--- config.mk ---
export PLATFORM = sky130hd
export DESIGN_NAME = exec_stage_iter
export DESIGN_NICKNAME = d
export VERILOG_FILES = /design/src/rtl/exec_stage_iter.sv
export SDC_FILE = /design/constraint.sdc
export NUM_CORES = 1
export LEC_CHECK = 0
export CAP_MARGIN = 25
export CORE_MARGIN = 2
export CORE_UTILIZATION = 44
export DETAILED_ROUTE_END_ITERATION = 16
export PLACE_DENSITY_LB_ADDON = 0.1
export SYNTH_ARGS = -nofsm -noshare
export SYNTH_HDL_FRONTEND = slang
export SYNTH_SLANG_ARGS = --single-unit
--- constraint.sdc ---
create_clock -name clk -period 4 [get_ports clk]
set_input_delay 0.8 -clock clk [delete_from_list [all_inputs] [get_ports clk]]
set_output_delay 0.8 -clock clk [all_outputs]
set_load 0.02 [all_outputs]
--- src/rtl/exec_stage_iter.sv ---
// exec_stage_iter: pipelined execution stage. Performs single-cycle ALU ops
// and multi-cycle iterative multiply (and divide, when EXEC_DIV_EN is defined)
// and registers the result, flags and memory/write-back sideband into EX/MEM.
//
// Optional feature macro: EXEC_DIV_EN (restoring divider, opcodes DIVQ/DIVR).
//
// Ports:
//   clk, reset                  clock, synchronous active-high reset
//   valid_dec                   decode presents a valid op
//   A, B, data_in               operands and store data
//   op_dec                      5-bit opcode
//   mem_en/rw/mux_sel_dec, RW_dec  memory / write-back sideband in
//   stall_ex                    combinational; decode holds inputs while high
//   valid_ex, ans_ex, flag_ex   registered result, flags {V,N,C,Z}
//   data_out, B_Bypass          registered data_in and B
//   mem_en/rw/mux_sel_ex, RW_ex registered sideband
module exec_stage_iter #(
  parameter int unsigned WIDTH = 8,
  parameter int unsigned RW_W  = 5
) (
  input  logic             clk,
  input  logic             reset,
  input  logic             valid_dec,
  input  logic [WIDTH-1:0] A,
  input  logic [WIDTH-1:0] B,
  input  logic [WIDTH-1:0] data_in,
  input  logic [4:0]       op_dec,
  input  logic             mem_en_dec,
  input  logic             mem_rw_dec,
  input  logic             mem_mux_sel_dec,
  input  logic [RW_W-1:0]  RW_dec,
  output logic             stall_ex,
  output logic             valid_ex,
  output logic [WIDTH-1:0] ans_ex,
  output logic [3:0]       flag_ex,
  output logic [WIDTH-1:0] data_out,
  output logic [WIDTH-1:0] B_Bypass,
  output logic             mem_en_ex,
  output logic             mem_rw_ex,
  output logic             mem_mux_sel_ex,
  output logic [RW_W-1:0]  RW_ex
);

  localparam int unsigned CNT_W = $clog2(WIDTH);
  localparam int unsigned MSB   = WIDTH - 1;

  localparam logic [4:0] OP_ADD  = 5'h00, OP_ADC = 5'h01, OP_SUB = 5'h02, OP_SBB = 5'h03;
  localparam logic [4:0] OP_AND  = 5'h04, OP_OR  = 5'h05, OP_XOR = 5'h06, OP_NOT = 5'h07;
  localparam logic [4:0] OP_SHL  = 5'h08, OP_SHR = 5'h09, OP_ROL = 5'h0A, OP_ROR = 5'h0B;
  localparam logic [4:0] OP_MOV  = 5'h0C, OP_CMP = 5'h0D, OP_MULL = 5'h0E, OP_MULH = 5'h0F;
`ifdef EXEC_DIV_EN
  localparam logic [4:0] OP_DIVQ = 5'h10, OP_DIVR = 5'h11;
`endif

  typedef enum logic {S_IDLE, S_BUSY} state_e;

  state_e           state_q, state_d;
  logic [CNT_W-1:0] cnt_q, cnt_d;
  logic [WIDTH-1:0] m_q, m_d, hi_q, hi_d, lo_q, lo_d;
  logic             sel_hi_q, sel_hi_d;
`ifdef EXEC_DIV_EN
  logic             is_div_q, is_div_d;
  logic [WIDTH:0]   rem_sh;
`endif

  logic             valid_q, valid_d, men_q, men_d, mrw_q, mrw_d, msel_q, msel_d;
  logic [WIDTH-1:0] ans_q, ans_d, dout_q, dout_d, bby_q, bby_d;
  logic [3:0]       flag_q, flag_d;
  logic [RW_W-1:0]  rw_q, rw_d;

  logic             multi_op, load_sb;
  logic [WIDTH-1:0] b_op, alu_val, step_hi, step_lo, it_res;
  logic [WIDTH:0]   sum, mul_sum;
  logic             cin, alu_c, alu_v, alu_wr_ans, alu_wr_flg;
  logic [3:0]       alu_flags, it_flags;

  assign valid_ex       = valid_q;
  assign ans_ex         = ans_q;
  assign flag_ex        = flag_q;
  assign data_out       = dout_q;
  assign B_Bypass       = bby_q;
  assign mem_en_ex      = men_q;
  assign mem_rw_ex      = mrw_q;
  assign mem_mux_sel_ex = msel_q;
  assign RW_ex          = rw_q;

  // Opcodes handled by the iterative datapath
  always_comb begin
    multi_op = (op_dec == OP_MULL) || (op_dec == OP_MULH);
`ifdef EXEC_DIV_EN
    multi_op = multi_op || (op_dec == OP_DIVQ) || (op_dec == OP_DIVR);
`endif
  end

  // Single-cycle ALU; subtract forms are A + ~B + cin so C is no-borrow
  always_comb begin
    b_op       = (op_dec == OP_SUB || op_dec == OP_SBB || op_dec == OP_CMP) ? ~B : B;
    cin        = (op_dec == OP_SUB || op_dec == OP_CMP) ||
                 ((op_dec == OP_ADC || op_dec == OP_SBB) && flag_q[1]);
    sum        = {1'b0, A} + {1'b0, b_op} + (WIDTH+1)'(cin);
    alu_val    = sum[WIDTH-1:0];
    alu_c      = 1'b0;
    alu_v      = 1'b0;
    alu_wr_ans = 1'b1;
    alu_wr_flg = 1'b1;
    case (op_dec)
      OP_ADD, OP_ADC, OP_SUB, OP_SBB, OP_CMP: begin
        alu_c      = sum[WIDTH];
        alu_v      = (A[MSB] == b_op[MSB]) && (sum[MSB] != A[MSB]);
        alu_wr_ans = (op_dec != OP_CMP);
      end
      OP_AND: alu_val = A & B;
      OP_OR:  alu_val = A | B;
      OP_XOR: alu_val = A ^ B;
      OP_NOT: alu_val = ~A;
      OP_SHL: begin alu_val = {A[MSB-1:0], 1'b0};   alu_c = A[MSB]; end
      OP_SHR: begin alu_val = {1'b0, A[MSB:1]};     alu_c = A[0];   end
      OP_ROL: begin alu_val = {A[MSB-1:0], A[MSB]}; alu_c = A[MSB]; end
      OP_ROR: begin alu_val = {A[0], A[MSB:1]};     alu_c = A[0];   end
      OP_MOV: alu_val = B;
      default: begin
        alu_wr_ans = 1'b0;
        alu_wr_flg = 1'b0;
      end
    endcase
    alu_flags = {alu_v, alu_val[MSB], alu_c, alu_val == '0};
  end

  // One iteration step: shift-add multiply on {hi,lo}, or restoring divide
  // with hi as partial remainder and lo shifting dividend out / quotient in
  always_comb begin
    mul_sum = {1'b0, hi_q} + (lo_q[0] ? {1'b0, m_q} : '0);
    step_hi = mul_sum[WIDTH:1];
    step_lo = {mul_sum[0], lo_q[MSB:1]};
`ifdef EXEC_DIV_EN
    rem_sh = {hi_q, lo_q[MSB]};
    if (is_div_q) begin
      if (rem_sh >= {1'b0, m_q}) begin
        step_hi = rem_sh[WIDTH-1:0] - m_q;
        step_lo = {lo_q[MSB-1:0], 1'b1};
      end else begin
        step_hi = rem_sh[WIDTH-1:0];
        step_lo = {lo_q[MSB-1:0], 1'b0};
      end
    end
`endif
    it_res   = sel_hi_q ? step_hi : step_lo;
    it_flags = {step_hi != '0, it_res[MSB], step_hi != '0, it_res == '0};
`ifdef EXEC_DIV_EN
    if (is_div_q) it_flags = {m_q == '0, it_res[MSB], 1'b0, it_res == '0};
`endif
  end

  // Next-state and EX/MEM register inputs
  always_comb begin
    state_d  = state_q;
    cnt_d    = cnt_q;
    m_d      = m_q;
    hi_d     = hi_q;
    lo_d     = lo_q;
    sel_hi_d = sel_hi_q;
`ifdef EXEC_DIV_EN
    is_div_d = is_div_q;
`endif
    ans_d    = ans_q;
    flag_d   = flag_q;
    load_sb  = 1'b0;
    stall_ex = 1'b0;
    case (state_q)
      S_IDLE: begin
        if (valid_dec && multi_op) begin
          stall_ex = 1'b1;
          state_d  = S_BUSY;
          cnt_d    = CNT_W'(WIDTH - 1);
          m_d      = A;
          lo_d     = B;
          hi_d     = '0;
          sel_hi_d = op_dec[0];
`ifdef EXEC_DIV_EN
          is_div_d = op_dec[4];
          if (op_dec[4]) begin
            m_d  = B;
            lo_d = A;
          end
`endif
        end else if (valid_dec) begin
          load_sb = 1'b1;
          if (alu_wr_ans) ans_d  = alu_val;
          if (alu_wr_flg) flag_d = alu_flags;
        end
      end
      S_BUSY: begin
        hi_d = step_hi;
        lo_d = step_lo;
        if (cnt_q != '0) begin
          stall_ex = 1'b1;
          cnt_d    = cnt_q - CNT_W'(1);
        end else begin
          state_d = S_IDLE;
          load_sb = 1'b1;
          ans_d   = it_res;
          flag_d  = it_flags;
        end
      end
      default: state_d = S_IDLE;
    endcase
    // Every edge either completes an op or inserts a bubble
    valid_d = load_sb;
    men_d   = load_sb & mem_en_dec;
    mrw_d   = load_sb ? mem_rw_dec      : mrw_q;
    msel_d  = load_sb ? mem_mux_sel_dec : msel_q;
    rw_d    = load_sb ? RW_dec          : rw_q;
    dout_d  = load_sb ? data_in         : dout_q;
    bby_d   = load_sb ? B               : bby_q;
    if (reset) stall_ex = 1'b0;
  end

  // State and EX/MEM registers
  always_ff @(posedge clk) begin
    if (reset) begin
      state_q  <= S_IDLE;
      cnt_q    <= '0;
      m_q      <= '0;
      hi_q     <= '0;
      lo_q     <= '0;
      sel_hi_q <= 1'b0;
`ifdef EXEC_DIV_EN
      is_div_q <= 1'b0;
`endif
      valid_q  <= 1'b0;
      ans_q    <= '0;
      flag_q   <= '0;
      dout_q   <= '0;
      bby_q    <= '0;
      men_q    <= 1'b0;
      mrw_q    <= 1'b0;
      msel_q   <= 1'b0;
      rw_q     <= '0;
    end else begin
      state_q  <= state_d;
      cnt_q    <= cnt_d;
      m_q      <= m_d;
      hi_q     <= hi_d;
      lo_q     <= lo_d;
      sel_hi_q <= sel_hi_d;
`ifdef EXEC_DIV_EN
      is_div_q <= is_div_d;
`endif
      valid_q  <= valid_d;
      ans_q    <= ans_d;
      flag_q   <= flag_d;
      dout_q   <= dout_d;
      bby_q    <= bby_d;
      men_q    <= men_d;
      mrw_q    <= mrw_d;
      msel_q   <= msel_d;
      rw_q     <= rw_d;
    end
  end

endmodule

[Word level (Yosys, flattened, before mapping)]
Index checks and enable logic that the tools add are counted.
Storage, ports and cells
  logic and storage cells: 107
  register bits: 66
  output and inout bits: 38
  input bits: 40
Operators by class
  eq/ne operators: 25
  add/sub/neg operators: 4
  bitwise logic cells: 7
  reductions and logical operators: 23
  mux-type cells: 33
Operator list (count)
  2-to-1 mux 8 bit: 9
  case mux 8 bit (9 select lines): 1
  case mux 8 bit (2 select lines): 3
  equality test 5 x 4 -> 1 bit (second input constant): 8
  equality test 5 x 3 -> 1 bit (second input constant): 4
  adder 8 x 8 -> 9 bit: 2
  zero test 8 bit: 2
  2-to-1 mux 4 bit: 4
  inverter 8 bit: 2
  OR reduction 14 bit: 1
  != test 2 bit (second input constant): 6
  equality test 5 x 2 -> 1 bit (second input constant): 2
  adder 9 x 1 -> 9 bit: 1
  OR reduction 9 bit: 1
  AND 8 bit: 1
  2-to-1 mux 1 bit: 8
  bitwise OR 8 bit: 1
  case mux 4 bit (2 select lines): 1
  AND reduction 4 bit: 2
  nonzero test 8 bit: 1
  bitwise XOR 8 bit: 1
  logical OR 1 bit: 6
  2-to-1 mux 3 bit: 2
  case mux 1 bit (2 select lines): 3
  other kinds (16): 20

[Longest topological paths before layout]
  depth in word-level cells: 13
  depth in mapped cells: 16
  depth with buffers taken out: 15

[Worst setup path after synthesis]
No wires, ideal clock.
  path kind: input-to-reg
  start point: input op_dec[0]
  end point: register flag_q[0], in the netlist flag_ex[0]
  library setup time: 60 ps
  stages on the path: 12
  path buffers: 2
  arrival time: 4036 ps
  data required time: 3940 ps
  slack: -96 ps
  path through: buf_6 > clkbuf_1 > nand2_1 > a21oi_1 > xnor2_1 > fa_1 > inv_1 > fa_1 > and2_1 > or4b_1 > nor4_1 > a41o_1
Between the ends
  cells in the longest elaborated chain, start to end: 12
  elaborated cells between the ends (all ways): 38
  those cells by class: 2 x add/sub; 17 x eq/ne; 7 x mux; 12 x reduce/logical
RTL lines
  from (decl): RTL line 27  | input logic [4:0] op_dec,
  equality test 5 x 2 -> 1 bit, on equally long branches
  logical OR 1 bit (2 in a row): RTL line 97  | b_op = (op_dec == OP_SUB || op_dec == OP_SBB || op_dec == OP_CMP) ? ~B : B;
  2-to-1 mux 8 bit: RTL line 97
  adder 8 x 8 -> 9 bit: RTL line 100  | sum = {1'b0, A} + {1'b0, b_op} + (WIDTH+1)'(cin);
  adder 9 x 1 -> 9 bit: RTL line 100
  case mux 8 bit (9 select lines): RTL line 106  | case (op_dec)
  zero test 8 bit: RTL line 126  | alu_flags = {alu_v, alu_val[MSB], alu_c, alu_val == '0};
  2-to-1 mux 4 bit: RTL line 189  | if (alu_wr_flg) flag_d = alu_flags;
  2-to-1 mux 4 bit: RTL line 186  | end else if (valid_dec) begin
  2-to-1 mux 4 bit: RTL line 171  | if (valid_dec && multi_op) begin
  case mux 4 bit (2 select lines): RTL line 169  | case (state_q)
  to (signal assigned): RTL line 251  | flag_q <= flag_d;
  to (decl): RTL line 68  | logic [3:0] flag_q, flag_d;
Several ways; a longest one is shown, not always the timed one. The select of a mux whose other input is x is not followed.
A chain may end at the register's enable or synchronous reset.

[Worst setup path after layout]
  start point: input op_dec[3]
  end point: register flag_q[0], in the netlist flag_ex[0]
Same word-level chain as after synthesis.

==> results.cfg <==
[floorplanning]
row_count = 36
start_util_pct = 44.55
die_width_microns = 102.8
die_h_microns = 102.8
ioPinCount = 78
core-area_sq_um = 9639
design.die.area_sq_um = 10570

[power]
clkPwrFrac_pct = 35.1
seqPwrFrac_pct = 40.3
p_leak_nw = 2.262
p_comb_share_pct = 24.6
p_sw_share_pct = 31.97
p_int_mw = 1.178
total_power_mw = 1.732
vdd_ir_drop_max_mv = 0.2217
p_per_area_nw_per_um2 = 312.7
p_sw_uw = 553.7

[logic_synthesis]
synth_edf_count = 0
ys_seq_area_share_pct = 30.77
synth.most_common_cell = nand2_1
synth_area_leaders = dfxtp_1 31%, ha_1 9.9%, a21oi_1 9.2%
synth.yosys.warnings = 0
syn_nets = 629
synth_flop_cell = dfxtp_1
synth_cells = 552
syn_area_sq_um = 4294
synth_largest_area_cell = dfxtp_1
synth_async_sr_flop_share_pct = 0
syn_area_per_cell_sq_um = 7.779
ys_ff_latch = 66
synthDistinctLibCells = 64
synth_commonest_cells = 92 x nand2_1, 79 x a21oi_1, 66 x dfxtp_1, 40 x nor2_1, 34 x ha_1
synth_top_area_share_pct = 30.77

[sta]
relSlewSlack_pct = 55.97
hold_ws_ns = 0.4573
finalSetupTns_ns = 0
setup_viol = 0
rsz0062_at_grt = false
slew_viol_final = 0
tightest_slew_ns = 0.6519
finalHoldViolCount = 0
worst_slack_ns = 0.2373
post-route-period-util_pct = 94.07
fin_worst_skew_ns = 0.01125
fmax_mhz = 265.8
fin_crit_ns = 3.763

[cts]
cts_resized = 0
cts_max_level = 3
cts_buffer_depth = 2
clock-sinks = 66
clkTransAtPathRegs_ns = 0.09
clockRootBuffer = clkbuf_8
clk_latency_ns = 0.36
tritoncts = built
cts_made_buffers = 9
holdBufCountCts = 0
postCtsSetupBuffers = 0

[setup_path]
slowest_delay_ns = 0.51
cp_common_cell = nand2_1
path_max_fanout = 7
path_buf_inv = 2
endpoint_kind = flop
r2r_slack_ns = 0.73
r2r-start = lo_q[0]$_SDFFE_PP0P_
start_kind = input port
crit_chain = clkdlybuf4s50_1 -> nand2_1 -> nor2_1 -> nand2_1 -> a21oi_2 -> buf_4 -> xnor2_1 -> ha_1 -> a21oi_1 -> nand2_1 -> xor2_1 -> a211oi_2 -> or4b_4 -> nor4_2 -> a41o_1
crit_family = simple AND/OR/NAND/NOR gates
cp_data_required_time_ns = 4.30
reg2reg_depth = 10
crit_slowest_cell = clkdlybuf4s50_1
r2r-end = flag_ex[1]$_SDFFE_PP0P_
critical_path_class = input port to flop
critPathArrivalTime_ns = 4.07

[place]
place_congestion = 0.8939
dpl_worst_slack_ns = -0.1486
dp_cells = 759
portBuffers = 77
placed_area_sq_um = 5299
dpl.hpwl_mm = 9.813

[global_routing]
grt_pass1_wl_mm = 20.94
grt.overflow.total = 0
grtUsageTotal_pct = 26.04
grt_pass1_vias = 4080
grt_max_degree = 62
grt_antenna_before_repair = 0

[worst_hold_path]
holdCritStartpoint = RW_ex[0]$_SDFFE_PP0P_
worstHoldPathCells = 2
worstHoldPathType = flop to flop
whs_endpoint = RW_ex[0]$_SDFFE_PP0P_

[route]
vias_per_cell = 5.506
antenna_left = 0
drcViolationCount = 0
wl_mm = 13.18
wl_per_cell_microns = 16.99
dr.pass1.iters = 6
num_vias = 4273
first_iter_violations = 438

[final_layout]
diodes = 0
layout.nets = 715
multi_input_area_sq_um = 2766
final_cells = 776
fin_area_sq_um = 5538
area_growth_pct = 28.96
fillers = 917
seqCellArea_sq_um = 1321
drive_above_1_share_pct = 9.798
utilization_pct = 57.45

[status]
status = completed

[flow_run]
maxCapViolCount = 0
## how the worst max path moves through the flow
stage	from	endpoint	slack, ns	cells past startpoint
floorplan	op_dec[0]	flag_ex[0]$_SDFFE_PP0P_	0.15	12
global placement	op_dec[3]	flag_ex[0]$_SDFFE_PP0P_	-0.01	15
detailed placement	op_dec[3]	flag_ex[0]$_SDFFE_PP0P_	-0.15	15
CTS	op_dec[3]	flag_ex[0]$_SDFFE_PP0P_	0.21	15
global route	op_dec[3]	flag_ex[0]$_SDFFE_PP0P_	0.009	15
finish	op_dec[3]	flag_ex[0]$_SDFFE_PP0P_	0.24	15
## logic make-up after synthesis
kind of cell	Yosys count	synth area share, %
flip-flops	66	30.77
XOR/XNOR	21	4.283
AO/OA/AOI/OAI	152	22.15
multiplexers	15	3.671
AND/OR/NAND/NOR	206	22.44
adder cells (fa/ha/maj)	37	11.31
buffers and inverters	55	5.390
## routing by layer
layer	track usage, %	wire length (microns)	vias to the layer above
met3	7.322	1125	25
met5	0	0	-
met4	7.490	215	0
li1	-	-	2118
met2	42.38	6122	153
met1	33.86	5717	1977
## state kept, by name, indices dropped and copies added, names as in the netlist
register	count
B_Bypass	8
ans_ex	8
data_out	8
hi_q	8
lo_q	8
m_q	8
RW_ex	5
flag_ex	4
cnt_q	3
mem_en_ex	1
mem_mux_sel_ex	1
mem_rw_ex	1
sel_hi_q	1
state_q	1
valid_ex	1
## power by group through the flow
stage	Sequential [mW]	Clock, mW	Combinational (mW)
after floorplan	0.741	0	0.207
after global placement	0.712	0	0.410
after detailed placement	0.714	0	0.415
after CTS	0.699	0.615	0.417
after global routing	0.702	0.646	0.465
final	0.698	0.607	0.426
## layout by cell type, fill, tap and decap left out, types with 3 or more instances in the layout
cell type and instances:
xnor2_1 16, xor2_1 5, o21ai_0 14, a311oi_1 3, nor2b_1 5, nand3b_1 3, and3_1 12, a31oi_1 3
nand2_1 92, buf_4 27, a211oi_1 6, mux2i_1 9, o22ai_1 5, ha_1 34, o211ai_1 7, nor2_1 40
clkbuf_8 9, and2_1 11, inv_6 3, a32o_1 3, fa_1 3, a21oi_1 78, nand3_1 20, a221o_1 3
nor3_1 6, mux2_2 6, a221oi_1 3, clkdlybuf4s50_1 76, inv_1 25, a21o_1 3, dfxtp_1 66
## cell type report
cell class | instances | area share (%)
timing repair buffer | 105 | 17.76
clock inverter | 7 | 1.491
multi-input combinational | 431 | 49.95
sequential | 66 | 23.86
tap | 133 | 3.005
clock buffer | 9 | 2.237
inverter | 25 | 1.695
## worst min-delay path: cells and delay by family (launching register included)
family          cells  cell delay [ns]
simple gates        1             0.05
flops               1             0.32
compound gates      1             0.05
(Power assumes the default switching activity.)
